===== config.mk =====
export PLATFORM = sky130hd
export DESIGN_NAME = instruction_fetch_unit
export DESIGN_NICKNAME = d
export VERILOG_FILES = /design/src/rtl/instruction_fetch_unit.sv
export SDC_FILE = /design/constraint.sdc
export NUM_CORES = 1
export LEC_CHECK = 0
export BUFFER_PORTS_ARGS = -buffer_cell sky130_fd_sc_hd__clkbuf_2
export CORE_AREA = 2 2 123 125
export DETAILED_ROUTE_END_ITERATION = 10
export DIE_AREA = 0 0 125 127
export PLACE_DENSITY = 0.88
export SETUP_SLACK_MARGIN = 0.2
export SKIP_CTS_REPAIR_TIMING = 1
export SLEW_MARGIN = 5
export SYNTH_ARGS = -nofsm -noshare
export SYNTH_HDL_FRONTEND = slang
export SYNTH_SLANG_ARGS = --single-unit

===== constraint.sdc =====
create_clock -name clk -period 4.39 [get_ports clk]
set_input_delay 0 -clock clk [delete_from_list [all_inputs] [get_ports clk]]
set_output_delay 0 -clock clk [all_outputs]
set_load 0.005 [all_outputs]

===== src/rtl/instruction_fetch_unit.sv =====
// instruction_fetch_unit: PC owner and fetch buffer for the core front end.
// Issues word-aligned reads to instruction memory and collects in-order
// responses into a PC-tagged circular buffer that decode drains.
// Optional build macro IF_MISALIGN_CHECK_EN: a misaligned redirect raises a
// sticky fetch_fault and blocks issue until an aligned redirect or reset.
module instruction_fetch_unit #(
  parameter logic [31:0] RESET_PC = 32'h0000_0000,
  parameter int unsigned DEPTH    = 2
) (
  input  logic        clk,
  input  logic        rst_n,
  output logic        imem_req_valid,
  input  logic        imem_req_ready,
  output logic [31:0] imem_req_addr,
  input  logic        imem_rsp_valid,
  input  logic [31:0] imem_rsp_data,
  input  logic        redirect_valid,
  input  logic [31:0] redirect_pc,
  output logic        inst_valid,
  input  logic        inst_ready,
  output logic [31:0] inst_data,
  output logic [31:0] inst_pc,
  output logic        fetch_fault
);
  localparam int unsigned PW = $clog2(DEPTH);
  localparam int unsigned CW = PW + 1;
  localparam logic [CW:0] DEPTH_L = (CW+1)'(DEPTH);

  logic [31:0]      fetch_pc_q, fetch_pc_d;
  logic [PW-1:0]    head_q, head_d;
  logic [PW-1:0]    tail_q, tail_d;
  logic [PW-1:0]    fptr_q, fptr_d;   // oldest unfilled entry
  logic [CW-1:0]    count_q, count_d;
  logic [CW-1:0]    ufill_q, ufill_d; // allocated but not yet filled
  logic [CW-1:0]    drop_q, drop_d;   // stale responses still to discard
  logic [DEPTH-1:0] filled_q, filled_d;
  logic [31:0]      pc_q   [DEPTH];
  logic [31:0]      data_q [DEPTH];

  logic fault_blk;
  logic issue, pop, rsp_drop, rsp_fill;

`ifdef IF_MISALIGN_CHECK_EN
  logic fault_q, fault_d;

  // Sticky fault: every redirect re-evaluates it from the target alignment.
  always_comb begin
    fault_d = fault_q;
    if (redirect_valid) fault_d = |redirect_pc[1:0];
  end

  // Fault register.
  always_ff @(posedge clk or negedge rst_n) begin
    if (!rst_n) fault_q <= 1'b0;
    else        fault_q <= fault_d;
  end

  assign fault_blk   = fault_q;
  assign fetch_fault = fault_q;
`else
  logic unused_pc_lsb;
  assign unused_pc_lsb = ^redirect_pc[1:0];
  assign fault_blk     = 1'b0;
  assign fetch_fault   = 1'b0;
`endif

  assign imem_req_valid = rst_n && !redirect_valid && !fault_blk &&
                          (({1'b0, count_q} + {1'b0, drop_q}) < DEPTH_L);
  assign imem_req_addr  = fetch_pc_q;
  assign inst_valid     = (count_q != '0) && filled_q[head_q];
  assign inst_pc        = pc_q[head_q];
  assign inst_data      = data_q[head_q];

  assign issue    = imem_req_valid && imem_req_ready;
  assign pop      = inst_valid && inst_ready && !redirect_valid;
  assign rsp_drop = imem_rsp_valid && !redirect_valid && (drop_q != '0);
  assign rsp_fill = imem_rsp_valid && !redirect_valid && (drop_q == '0) && (ufill_q != '0);

  // Next-state for PC, pointers, occupancy and drop accounting.
  always_comb begin
    fetch_pc_d = fetch_pc_q;
    head_d     = head_q;
    tail_d     = tail_q;
    fptr_d     = fptr_q;
    count_d    = count_q;
    ufill_d    = ufill_q;
    drop_d     = drop_q;
    filled_d   = filled_q;
    if (redirect_valid) begin
      // Every outstanding request becomes stale; a response landing this
      // cycle retires one of them immediately.
      fetch_pc_d = {redirect_pc[31:2], 2'b00};
      head_d     = '0;
      tail_d     = '0;
      fptr_d     = '0;
      count_d    = '0;
      ufill_d    = '0;
      drop_d     = drop_q + ufill_q - CW'(imem_rsp_valid);
      filled_d   = '0;
    end else begin
      if (issue) begin
        fetch_pc_d       = fetch_pc_q + 32'd4;
        tail_d           = tail_q + 1'b1;
        filled_d[tail_q] = 1'b0;
      end
      if (pop) head_d = head_q + 1'b1;
      if (rsp_fill) begin
        fptr_d           = fptr_q + 1'b1;
        filled_d[fptr_q] = 1'b1;
      end
      count_d = count_q + CW'(issue) - CW'(pop);
      ufill_d = ufill_q + CW'(issue) - CW'(rsp_fill);
      drop_d  = drop_q - CW'(rsp_drop);
    end
  end

  // Control state registers.
  always_ff @(posedge clk or negedge rst_n) begin
    if (!rst_n) begin
      fetch_pc_q <= RESET_PC;
      head_q     <= '0;
      tail_q     <= '0;
      fptr_q     <= '0;
      count_q    <= '0;
      ufill_q    <= '0;
      drop_q     <= '0;
      filled_q   <= '0;
    end else begin
      fetch_pc_q <= fetch_pc_d;
      head_q     <= head_d;
      tail_q     <= tail_d;
      fptr_q     <= fptr_d;
      count_q    <= count_d;
      ufill_q    <= ufill_d;
      drop_q     <= drop_d;
      filled_q   <= filled_d;
    end
  end

  // Buffer payload: PC captured at issue, data captured at fill.
  always_ff @(posedge clk or negedge rst_n) begin
    if (!rst_n) begin
      for (int unsigned i = 0; i < DEPTH; i++) begin
        pc_q[i]   <= '0;
        data_q[i] <= '0;
      end
    end else begin
      if (issue)    pc_q[tail_q]   <= fetch_pc_q;
      if (rsp_fill) data_q[fptr_q] <= imem_rsp_data;
    end
  end
endmodule

Word level (Yosys, flattened, before mapping)
Cells that the tools add are included.
{ "classes": {"bitwise_logic": 6, "n_mux": 33, "addsub": 12, "n_lt_le_gt_ge": 11, "reduce_logical": 22} }
{ "op_table": {"columns": ["cell", "count"], "rows": [
  ["$mux 32", 10],
  ["$bwmux 64", 2],
  ["$demux 32 s1", 2],
  ["$add 32x3->32 const B", 1],
  ["$logic_and 1x1->1", 14],
  ["$mux 2", 7],
  ["$reduce_bool 2->1", 6],
  ["$mux 1", 10],
  ["$sub 2x1->2", 4],
  ["$ge 2x2->1 const B", 3],
  ["$lt 1x2->1 const B", 3],
  ["$not 1->2", 3],
  ["$add 2x1->2", 2],
  ["$lt 2x1->1 const B", 2],
  ["$add 1x1->1 const B", 3],
  ["$add 2x2->3", 1],
  ["$lt 3x2->1 const B", 1],
  ["$add 2x2->2", 1],
  ["$and 2x2->2", 1],
  ["$demux 1 s1", 2],
  ["$ge 1x1->1 const B", 2],
  ["$logic_not 2->1", 1],
  ["$not 2->2", 1],
  ["$or 2x2->2", 1],
  ["$logic_not 1->1", 1]
]} }
{ "totals": {"in_bits": 70, "regBits": 171, "out_inout_bits": 99} }

Logic depth before layout (Yosys ltp)
Gate-level depths: netlist (run 1).
{ "depth": {"ltp_word": 11, "mapped_depth": 10, "ltp_nobuf": 9} }

Worst setup path before layout (run 1)
OpenSTA, ideal clock, no wires.
{ "synth_timing": {"kind": "reg2reg", "from": "register drop_q[0]", "to": "register ufill_q[0]", "arrival_time_ns": 2.620, "path_stages_with_launch": 10, "required_ns": 4.258, "setup_slack_ns": 1.638, "period_less_slack_ns": 2.752, "cell_sequence": "dfrtp_1 > and2_1 > fa_1 > nor4bb_1 > clkbuf_1 > nand2_1 > ha_1 > inv_1 > ha_1 > nor2b_1"} }
{ "synth_between": {"elab_chain_cells": 7, "word_cells_on_any_way": 10, "cone_classes": "add/sub (3); order compare (1); mux (1); reduce/logical (5)"} }
{ "synth_rtl": {"columns": ["element", "line", "source"], "rows": [
  ["from (decl)", "35", "logic [CW-1:0] drop_q, drop_d;"],
  ["from (signal assigned)", "135", "drop_q <= drop_d;"],
  ["$add 2x2->3", "68", "(({1'b0, count_q} + {1'b0, drop_q}) < DEPTH_L);"],
  ["$lt 3x2->1", "68", null],
  ["$logic_and 1x1->1", "67", "assign imem_req_valid = rst_n && !redirect_valid && !fault_blk &&"],
  ["$logic_and 1x1->1", "74", "assign issue = imem_req_valid && imem_req_ready;"],
  ["$add 2x1->2", "112", "ufill_d = ufill_q + CW'(issue) - CW'(rsp_fill);"],
  ["$sub 2x1->2 *", "112", null],
  ["$mux 2 *", "89", "if (redirect_valid) begin"],
  ["via ufill_d[0]", "34", "logic [CW-1:0] ufill_q, ufill_d;"],
  ["to (signal assigned)", "134", "ufill_q <= ufill_d;"],
  ["to (decl)", "34", null]
]} }
Mark *: on every way through the listed nets, which the timed path passes. The rest lies on a longest branch.
A chain may end at the register's enable or synchronous reset.

Final worst setup path (run 1)
{ "layout_timing": {"from": "register drop_q[0]", "to": "register pc_q[62] (netlist bit)"} }
{ "layout_between": {"elab_chain_cells": 4} }
{ "layout_rtl": {"columns": ["element", "line", "source"], "rows": [
  ["$add 2x2->3", "68", null],
  ["$lt 3x2->1", "68", null],
  ["$logic_and 1x1->1", "67", null],
  ["$logic_and 1x1->1", "74", null],
  ["to (signal, indexed assignment)", "148", "if (issue) pc_q[tail_q] <= fetch_pc_q;"],
  ["to (decl)", "37", "logic [31:0] pc_q [DEPTH];"]
]} }
No other way between the ends.

==> reports/qor.csv, run 1 <==
stage;metric;value;unit
synth;synth_top_cell_area_share;52.96;%
run;drv_cap;0;
global_routing;grt_antenna_before_repair;0;
die;dieHeight;127;microns
global_routing;grt_first_pass_wirelength;28540;microns
synth;yosysSeqAreaShare;52.96;%
final_layout;nFillCells;979;
timing;tightest_slew;1.007;ns
placement;io_buffers;161;
synth;yosys_register_bits;165;
clocking;cts.reportedPaths.clkPinSlew;0.06;ns
clocking;cts_max_path_buffers;2;
synth;ys_types;46;
global_routing;grt_overflow;0;
placement;dpl.hpwl;11490;microns
clocking;tritoncts;built;
worst_hold_path;hp-class;in2reg;
timing;finalSetupViolCount;0;
worst_setup_path;start_kind;register;
detailed_routing;avgViaCountPerCell;5.722;
clocking;cts.sinks;165;
timing;max_slew_margin;32.86;%
final_layout;finalNetCount;905;
worst_setup_path;cp_top_family;simple AND/OR/NAND/NOR gates;
status;status;finished, violations left;
detailed_routing;routedWlPerCell;19.67;microns
detailed_routing;drc_errors;0;
die;die_w;125;microns
worst_setup_path;critPathKind;reg2reg;
global_routing;grt_max_degree;82;
timing;fmax;0.3187;GHz
clocking;htreeDepth;4;
die;rows;44;
detailed_routing;drt-initial-drc-count;324;
die;ios;169;
die;initial_core_util;54.05;%
synth;synth_top_flop_cell;dfrtp_1;
synth;synth_area_leaders;dfrtp_1 53%, mux2_2 26%, xnor2_1 1.8%;
synth;yosysTopAreaCell;dfrtp_1;
synth;syn_avg_cell_area;12.68;sq um
detailed_routing;vias;5854;
placement;dpl.cell_count;928;
worst_setup_path;arrival;3.44;ns
detailed_routing;ant_nets;0;
timing;rsz0062_at_grt;no;
power_and_ir_drop;powerDensity;508.3;nW/um^2
final_layout;syn_to_final_growth;27.96;%
timing;hold_violations;1;
worst_setup_path;end_kind;register;
worst_setup_path;crit_required;4.69;ns
detailed_routing;first_pass_iters;5;
worst_setup_path;slowest_delay;0.77;ns
timing;maxSlewViolCount;0;
synth;synthCells;615;
timing;fin_crit;3.138;ns
timing;whs;-0.002354;ns
synth;ys_warn_count;0;
timing;clock_skew;0.008162;ns
worst_setup_path;worstPathMaxFanout;19;
final_layout;fin_area;9976;sq um
final_layout;drive_gt1_share;46.60;%
placement;dpl_cell_area;8731;sq um
worst_setup_path;path_buf_inv;1;
timing;fin_setup_tns;0;ns
clocking;cts-buffers-inserted;17;
die;coreArea;14420;sq um
power_and_ir_drop;ir_drop;0.3692;mV
detailed_routing;drt_wl_total;20130;microns
placement;routabilityCongestion;0.8501;
synth;syn_area;7796;sq um
worst_setup_path;slowest_stage;or3_1;
die;fp.dieArea;15880;sq um
clocking;cts_root_buffer;clkbuf_16;
status;violations;hold timing;
global_routing;track_usage;22.49;%
synth;synth_edf_count;0;
timing;finalCritPeriodShare;71.48;%
final_layout;diodes;0;
synth;synthArstFlopShare;100.0;%
global_routing;grt_pass1_vias;5605;
power_and_ir_drop;leakage;0.004772;uW
clocking;clk_latency;0.42;ns
worst_setup_path;cp_cell_sequence;and2_1 -> fa_1 -> nand4bb_1 -> or3_1 -> buf_4 -> mux2_2;
final_layout;fin_cells;1023;
## cells in the final DEF, fill, tap and decap left out, types with 2 or more instances in the layout
master and instances:
a21oi_1 2, a31oi_1 13, and2_1 2, and3_1 3
and4_1 2, buf_4 7, bufinv_16 2, clkbuf_16 17
clkbuf_2 160, clkbuf_8 5, clkinvlp_4 5, conb_1 5
dfrtp_1 164, dlygate4sd3_1 63, ha_1 8, inv_1 9
mux2_2 183, mux2i_1 3, nand2_1 29, nand3_1 11
nand3_2 2, nand4_1 14, nor2_1 27, nor2b_1 3
nor3_1 2, nor4_1 4, o211ai_1 2, o21ai_0 18
o31ai_1 12, or3_1 6, or4_1 15, xnor2_1 16
xor2_1 6
## report_power, final
group | total (uW) | leakage (uW) | switching [uW] | internal, uW
combinational | 1330 | 0.00235 | 536 | 797
sequential | 2210 | 0.00213 | 274 | 1940
clock | 1520 | 0.000287 | 608 | 915
## cell type report
class	instances	area (sq um)	share of cell area (%)
Sequential cell	165	4130	41.40
Timing Repair Buffer	231	1495	14.99
Clock buffer	22	494.2	4.954
Inverter	10	37.54	0.3763
Clock inverter	10	120.1	1.204
Tap cell	184	230.2	2.308
Multi-Input combinational cell	401	3468	34.77
## tightest hold or removal path, stage by stage
cell and delay, ns:
clkbuf_2 0.08, nor3b_1 0.15, xnor2_1 0.13, nor2_1 0.04
## sequential cells by signal (all words and copies together), names as in the netlist
name	count
data_q	64
drop_q	2
ufill_q	2
pc_q	60
head_q	1
fptr_q	1
imem_req_addr	30
filled_q	2
tail_q	1
count_q	2
## per-stage QoR
stage	setup WS [ns]	hold WS, ns	utilization (%)	total power [uW]
4_1_cts	1.250	-0.5556	64.79	5009
2_1_floorplan	1.638	-0.2956	-	2931
6_report	1.252	-0.002354	69.16	5070
5_1_grt	1.141	0.01243	69.16	5340
3_3_place_gp	1.328	-0.09803	60.53	3415
3_5_place_dp	1.256	-0.1004	60.53	3479
## per-layer routing
metal,vias to the layer above,global-route usage (%),part of all wire (%)
li1,2649,-,-
met1,2899,29.99,40
met2,260,36.19,51
met3,46,6.491,7.0
met4,0,6.732,1.8
met5,-,0,0
## synth_stat cells, types with 8 or more instances
master and instances:
o21ai_0 18, mux2_2 183, nand2_1 29, nand4_1 14
ha_1 8, nand3_1 12, xnor2_1 16, a31oi_1 13
or4_1 15, o31ai_1 12, clkbuf_1 23, dfrtp_1 165
inv_1 9, nor2_1 27
## kinds of logic (layout without fill, tap and decap cells)
| logic type | after synthesis | in the layout | share of synthesized area (%) |
|---|---|---|---|
| buf+inv | 53 | 273 | 3.001 |
| flops | 165 | 165 | 52.96 |
| other cells | 1 | 5 | 0.04810 |
| mux | 186 | 186 | 26.82 |
| fa+ha+maj | 9 | 9 | 1.541 |
| simple gates | 128 | 128 | 9.019 |
| compound gates | 51 | 51 | 4.141 |
| xor+xnor | 22 | 22 | 2.471 |
## path summary, 6_finish.rpt
| path | from | endpoint | slack, ns | cells after the start |
|---|---|---|---|---|
| max | drop_q[0] | pc_q[62] | 1.25 | 6 |
| min | inst_ready | head_q | -0.002 | 4 |
| max reg2reg | drop_q[0] | pc_q[62] | 1.25 | 6 |
| min reg2reg | pc_q[10] | pc_q[10] | 0.48 | 2 |
| max in group asynchronous | rst_n | head_q | 2.34 | 4 |
| min in group asynchronous | rst_n | count_q[0] | 0.07 | 2 |
Power figures use the tool's default switching activity.
==> inputs of run 2 (changes only) <==
ABC_AREA = 1   (was default)
CORE_AREA = 2 2 126 128   (was 2 2 123 125)
DIE_AREA = 0 0 128 130   (was 0 0 125 127)
clock period = 3.3 ns   (was 4.39 ns; I/O delays follow)
==> run 2 against run 1 <==
The flow still finishes with violations (hold timing); clock power up 32%; fmax increased by 22%; global-route usage increased by 3.7 points; critical endpoint is now pc_q[6]; largest cell class unchanged; largest power group unchanged.
==> reports/qor.csv, run 2 <==
stage;metric;value;unit;change
clocking;cts.reportedPaths.clkPinSlew;0.06;ns;about the same
clocking;cts.sinks;165;;unchanged
status;violations;hold timing;;
synth;syn_area;8264;sq um;+6.0%
timing;whs;-0.005431;ns;-0.003077 ns
timing;fin_setup_tns;0;ns;unchanged
synth;synth_area_leaders;dfrtp_1 50%, nand2_1 22%, o21ai_0 7.0%;;
power_and_ir_drop;p_clk_share;30.9;%;+0.9 points
detailed_routing;drt_wl_total;22950;microns;+14%
final_layout;regMostFlops;data_q;;
worst_setup_path;arrival;2.85;ns;-0.59 ns
timing;hold_violations;1;;unchanged
synth;synth_top_flop_cell;dfrtp_1;;
global_routing;grt_antenna_before_repair;0;;unchanged
global_routing;grt_pass1_vias;7177;;+28%
synth;yosysSeqAreaShare;49.96;%;-3.0 points
placement;dpl.cell_count;1424;;+53%
synth;synthArstFlopShare;100.0;%;unchanged
worst_setup_path;cp_cell_sequence;nand2_1 -> inv_1 -> fa_1 -> nor2_2 -> nand4_2 -> inv_1 -> buf_4 -> nand2_1 -> buf_4 -> nand2_1 -> o21ai_0;;
synth;syn_avg_cell_area;7.418;sq um;-41%
detailed_routing;avgViaCountPerCell;5.368;;-6.2%
placement;io_buffers;161;;unchanged
final_layout;fin_cells;1520;;+49%
power_and_ir_drop;p_int;4411;uW;+21%
worst_setup_path;slowest_stage;fa_1;;
detailed_routing;routedWlPerCell;15.10;microns;-23%
final_layout;syn_to_final_growth;26.21;%;
status;status;finished, violations left;;
die;die_w;128;microns;+2.4%
worst_setup_path;end_kind;register;;
synth;synth_most_common_cell;nand2_1;;
die;rows;46;;+4.5%
worst_setup_path;path_buf_inv;4;;+3
power_and_ir_drop;seqPwrFrac;44.3;%;+0.6 points
synth;ys_types;31;;-33%
timing;finalCritPeriodShare;77.70;%;+6.2 points
worst_setup_path;crit_required;3.59;ns;-1.10 ns
global_routing;grt_first_pass_wirelength;34690;microns;+22%
timing;fin_crit;2.564;ns;-0.5739 ns
clocking;htreeDepth;4;;unchanged
power_and_ir_drop;power.switching;2092;uW;+48%
clocking;tritoncts;built;;
detailed_routing;vias;8160;;+39%
power_and_ir_drop;comb_power_share;24.8;%;-1.5 points
power_and_ir_drop;ir_drop;0.3922;mV;+6.2%
worst_setup_path;cp_top_family;buffers and inverters;;
timing;fmax;0.3900;GHz;+22%
synth;synth_edf_count;0;;unchanged
worst_setup_path;slowest_delay;0.45;ns;-0.32 ns
synth;synth_top_cell_area_share;49.96;%;-3.0 points
worst_setup_path;start_kind;register;;
timing;finalSetupViolCount;0;;unchanged
timing;rsz0062_at_grt;no;;
placement;dpl.hpwl;14150;microns;+23%
placement;routabilityCongestion;0.8818;;+3.7%
die;coreArea;15420;sq um;+6.9%
power_and_ir_drop;sw_frac_of_total;32.17;%;+4.2 points
final_layout;finalNetCount;1394;;+54%
clocking;cts_root_buffer;clkbuf_16;;
power_and_ir_drop;leakage;0.005664;uW;+19%
timing;maxSlewViolCount;0;;unchanged
synth;yosysTopAreaCell;dfrtp_1;;
worst_setup_path;crit_path_frequent_cell;nand2_1;;
detailed_routing;ant_nets;0;;unchanged
worst_setup_path;worstPathMaxFanout;40;;+21
global_routing;grt_overflow;0;;unchanged
global_routing;grt_max_degree;167;;+100%
clocking;cts_max_path_buffers;2;;unchanged
timing;max_slew_margin;38.19;%;+5.3 points
timing;clock_skew;0.01446;ns;+0.006301 ns
clocking;cts-buffers-inserted;17;;unchanged
die;initial_core_util;53.58;%;-0.47 points
final_layout;layout_common_cells;491 x nand2_1, 164 x dfrtp_1, 160 x clkbuf_2, 115 x o21ai_0, 100 x inv_1;;
final_layout;nFillCells;1162;;+19%
detailed_routing;drc_errors;0;;unchanged
worst_setup_path;critPathKind;reg2reg;;
synth;ys_warn_count;0;;unchanged
run;drv_cap;0;;unchanged
final_layout;drive_gt1_share;16.11;%;-30 points
power_and_ir_drop;powerDensity;623.5;nW/um^2;+23%
final_layout;diodes;0;;unchanged
synth;synthCells;1114;;+81%
die;ios;169;;unchanged
global_routing;track_usage;26.16;%;+3.7 points
final_layout;layout_commonest_cell;nand2_1;;
detailed_routing;drt-initial-drc-count;805;;+150%
detailed_routing;first_pass_iters;5;;unchanged
synth;yosys_register_bits;165;;unchanged
die;dieHeight;130;microns;+2.4%
timing;tightest_slew;0.9272;ns;-0.07997 ns
die;fp.dieArea;16640;sq um;+4.8%
clocking;clk_latency;0.43;ns;about the same
final_layout;largest_reg_flops;64;;unchanged
synth;synth_common_cells;491 x nand2_1, 165 x dfrtp_1, 115 x o21ai_0;;
worst_hold_path;hp-class;in2reg;;
## run 2: cell count changes after synthesis, moves of 13 or more
cell,before,now
nand2_1,29,491
mux2_2,183,0
o21ai_0,18,115
inv_1,9,100
nand3_1,12,52
nand4_1,14,35
nor2_1,27,47
buf_2,4,19
or4_1,15,0
a31oi_1,13,0
## run 2: metrics by stage
step	util, %	worst slack, ns	area [sq um]	power, uW	hold WS [ns]
after CTS	63.47	0.7432	9789	6433	-0.2186
after global placement	59.62	0.8720	9196	4338	0.2193
after global routing	67.62	0.4727	10430	6906	0.02637
after floorplan	-	1.276	8279	3726	-0.2956
final	67.62	0.7360	10430	6503	-0.005431
after detailed placement	59.62	0.7626	9196	4422	0.2275
## run 2: metal layers
metal / up-vias / track usage, % / part of all wire [%]
met5: - / 0 / 0
met4: 0 / 10.80 / 3.8
met3: 79 / 5.248 / 6.5
met2: 384 / 42.12 / 49
met1: 3807 / 35.06 / 41
li1: 3890 / - / -
## run 2: power groups by stage
stage	Combinational [uW]	Sequential, uW	Clock (uW)
2_1_floorplan	913	2810	0
3_3_place_gp	1460	2870	0
3_5_place_dp	1530	2900	0
4_1_cts	1540	2870	2030
5_1_grt	1850	2940	2110
6_report	1610	2880	2010
## run 2: worst paths after layout
kind / cells after the start / startpoint / endpoint / slack (ns)
hold reg to reg: 2 / data_q[8] / data_q[8] / 0.47
max in group asynchronous: 3 / rst_n / pc_q[30] / 2.26
setup / recovery: 11 / drop_q[0] / pc_q[6] / 0.74
min in group asynchronous: 3 / rst_n / data_q[46] / 0.31
hold / removal: 3 / imem_req_ready / imem_req_addr[4] / -0.005
setup reg to reg: 11 / drop_q[0] / pc_q[6] / 0.74
## run 2: cells by family (layout without fill, tap and decap cells)
family	Yosys count	after routing	share of synthesized area, %
DFF	165	165	49.96
adders and majority gates	9	9	1.454
AOI/OAI and AO/OA	127	127	7.918
and+or+nand+nor	639	639	31.55
other	1	5	0.04538
buffers and inverters	163	373	8.009
xor gates and xnor gates	10	10	1.060
## run 2: worst reg2reg max path: cells and delay by family, from the launching register on
kind                       cells  cell delay [ns]
AOI/OAI and AO/OA              1             0.10
DFF                            1             0.44
adders and majority gates      1             0.45
and+or+nand+nor                5             0.66
buffers and inverters          4             0.79
## run 2: final cells by class
type                    instances  area [sq um]  share of cell area, %
clock inverters                12         156.4                  1.500
repair buffers                239          1595                  15.30
clock buffers                  20         436.7                  4.187
multi-input cells             790          3488                  33.45
inverters                     102         382.9                  3.671
well taps                     192         240.2                  2.303
flip-flops and latches        165          4130                  39.60
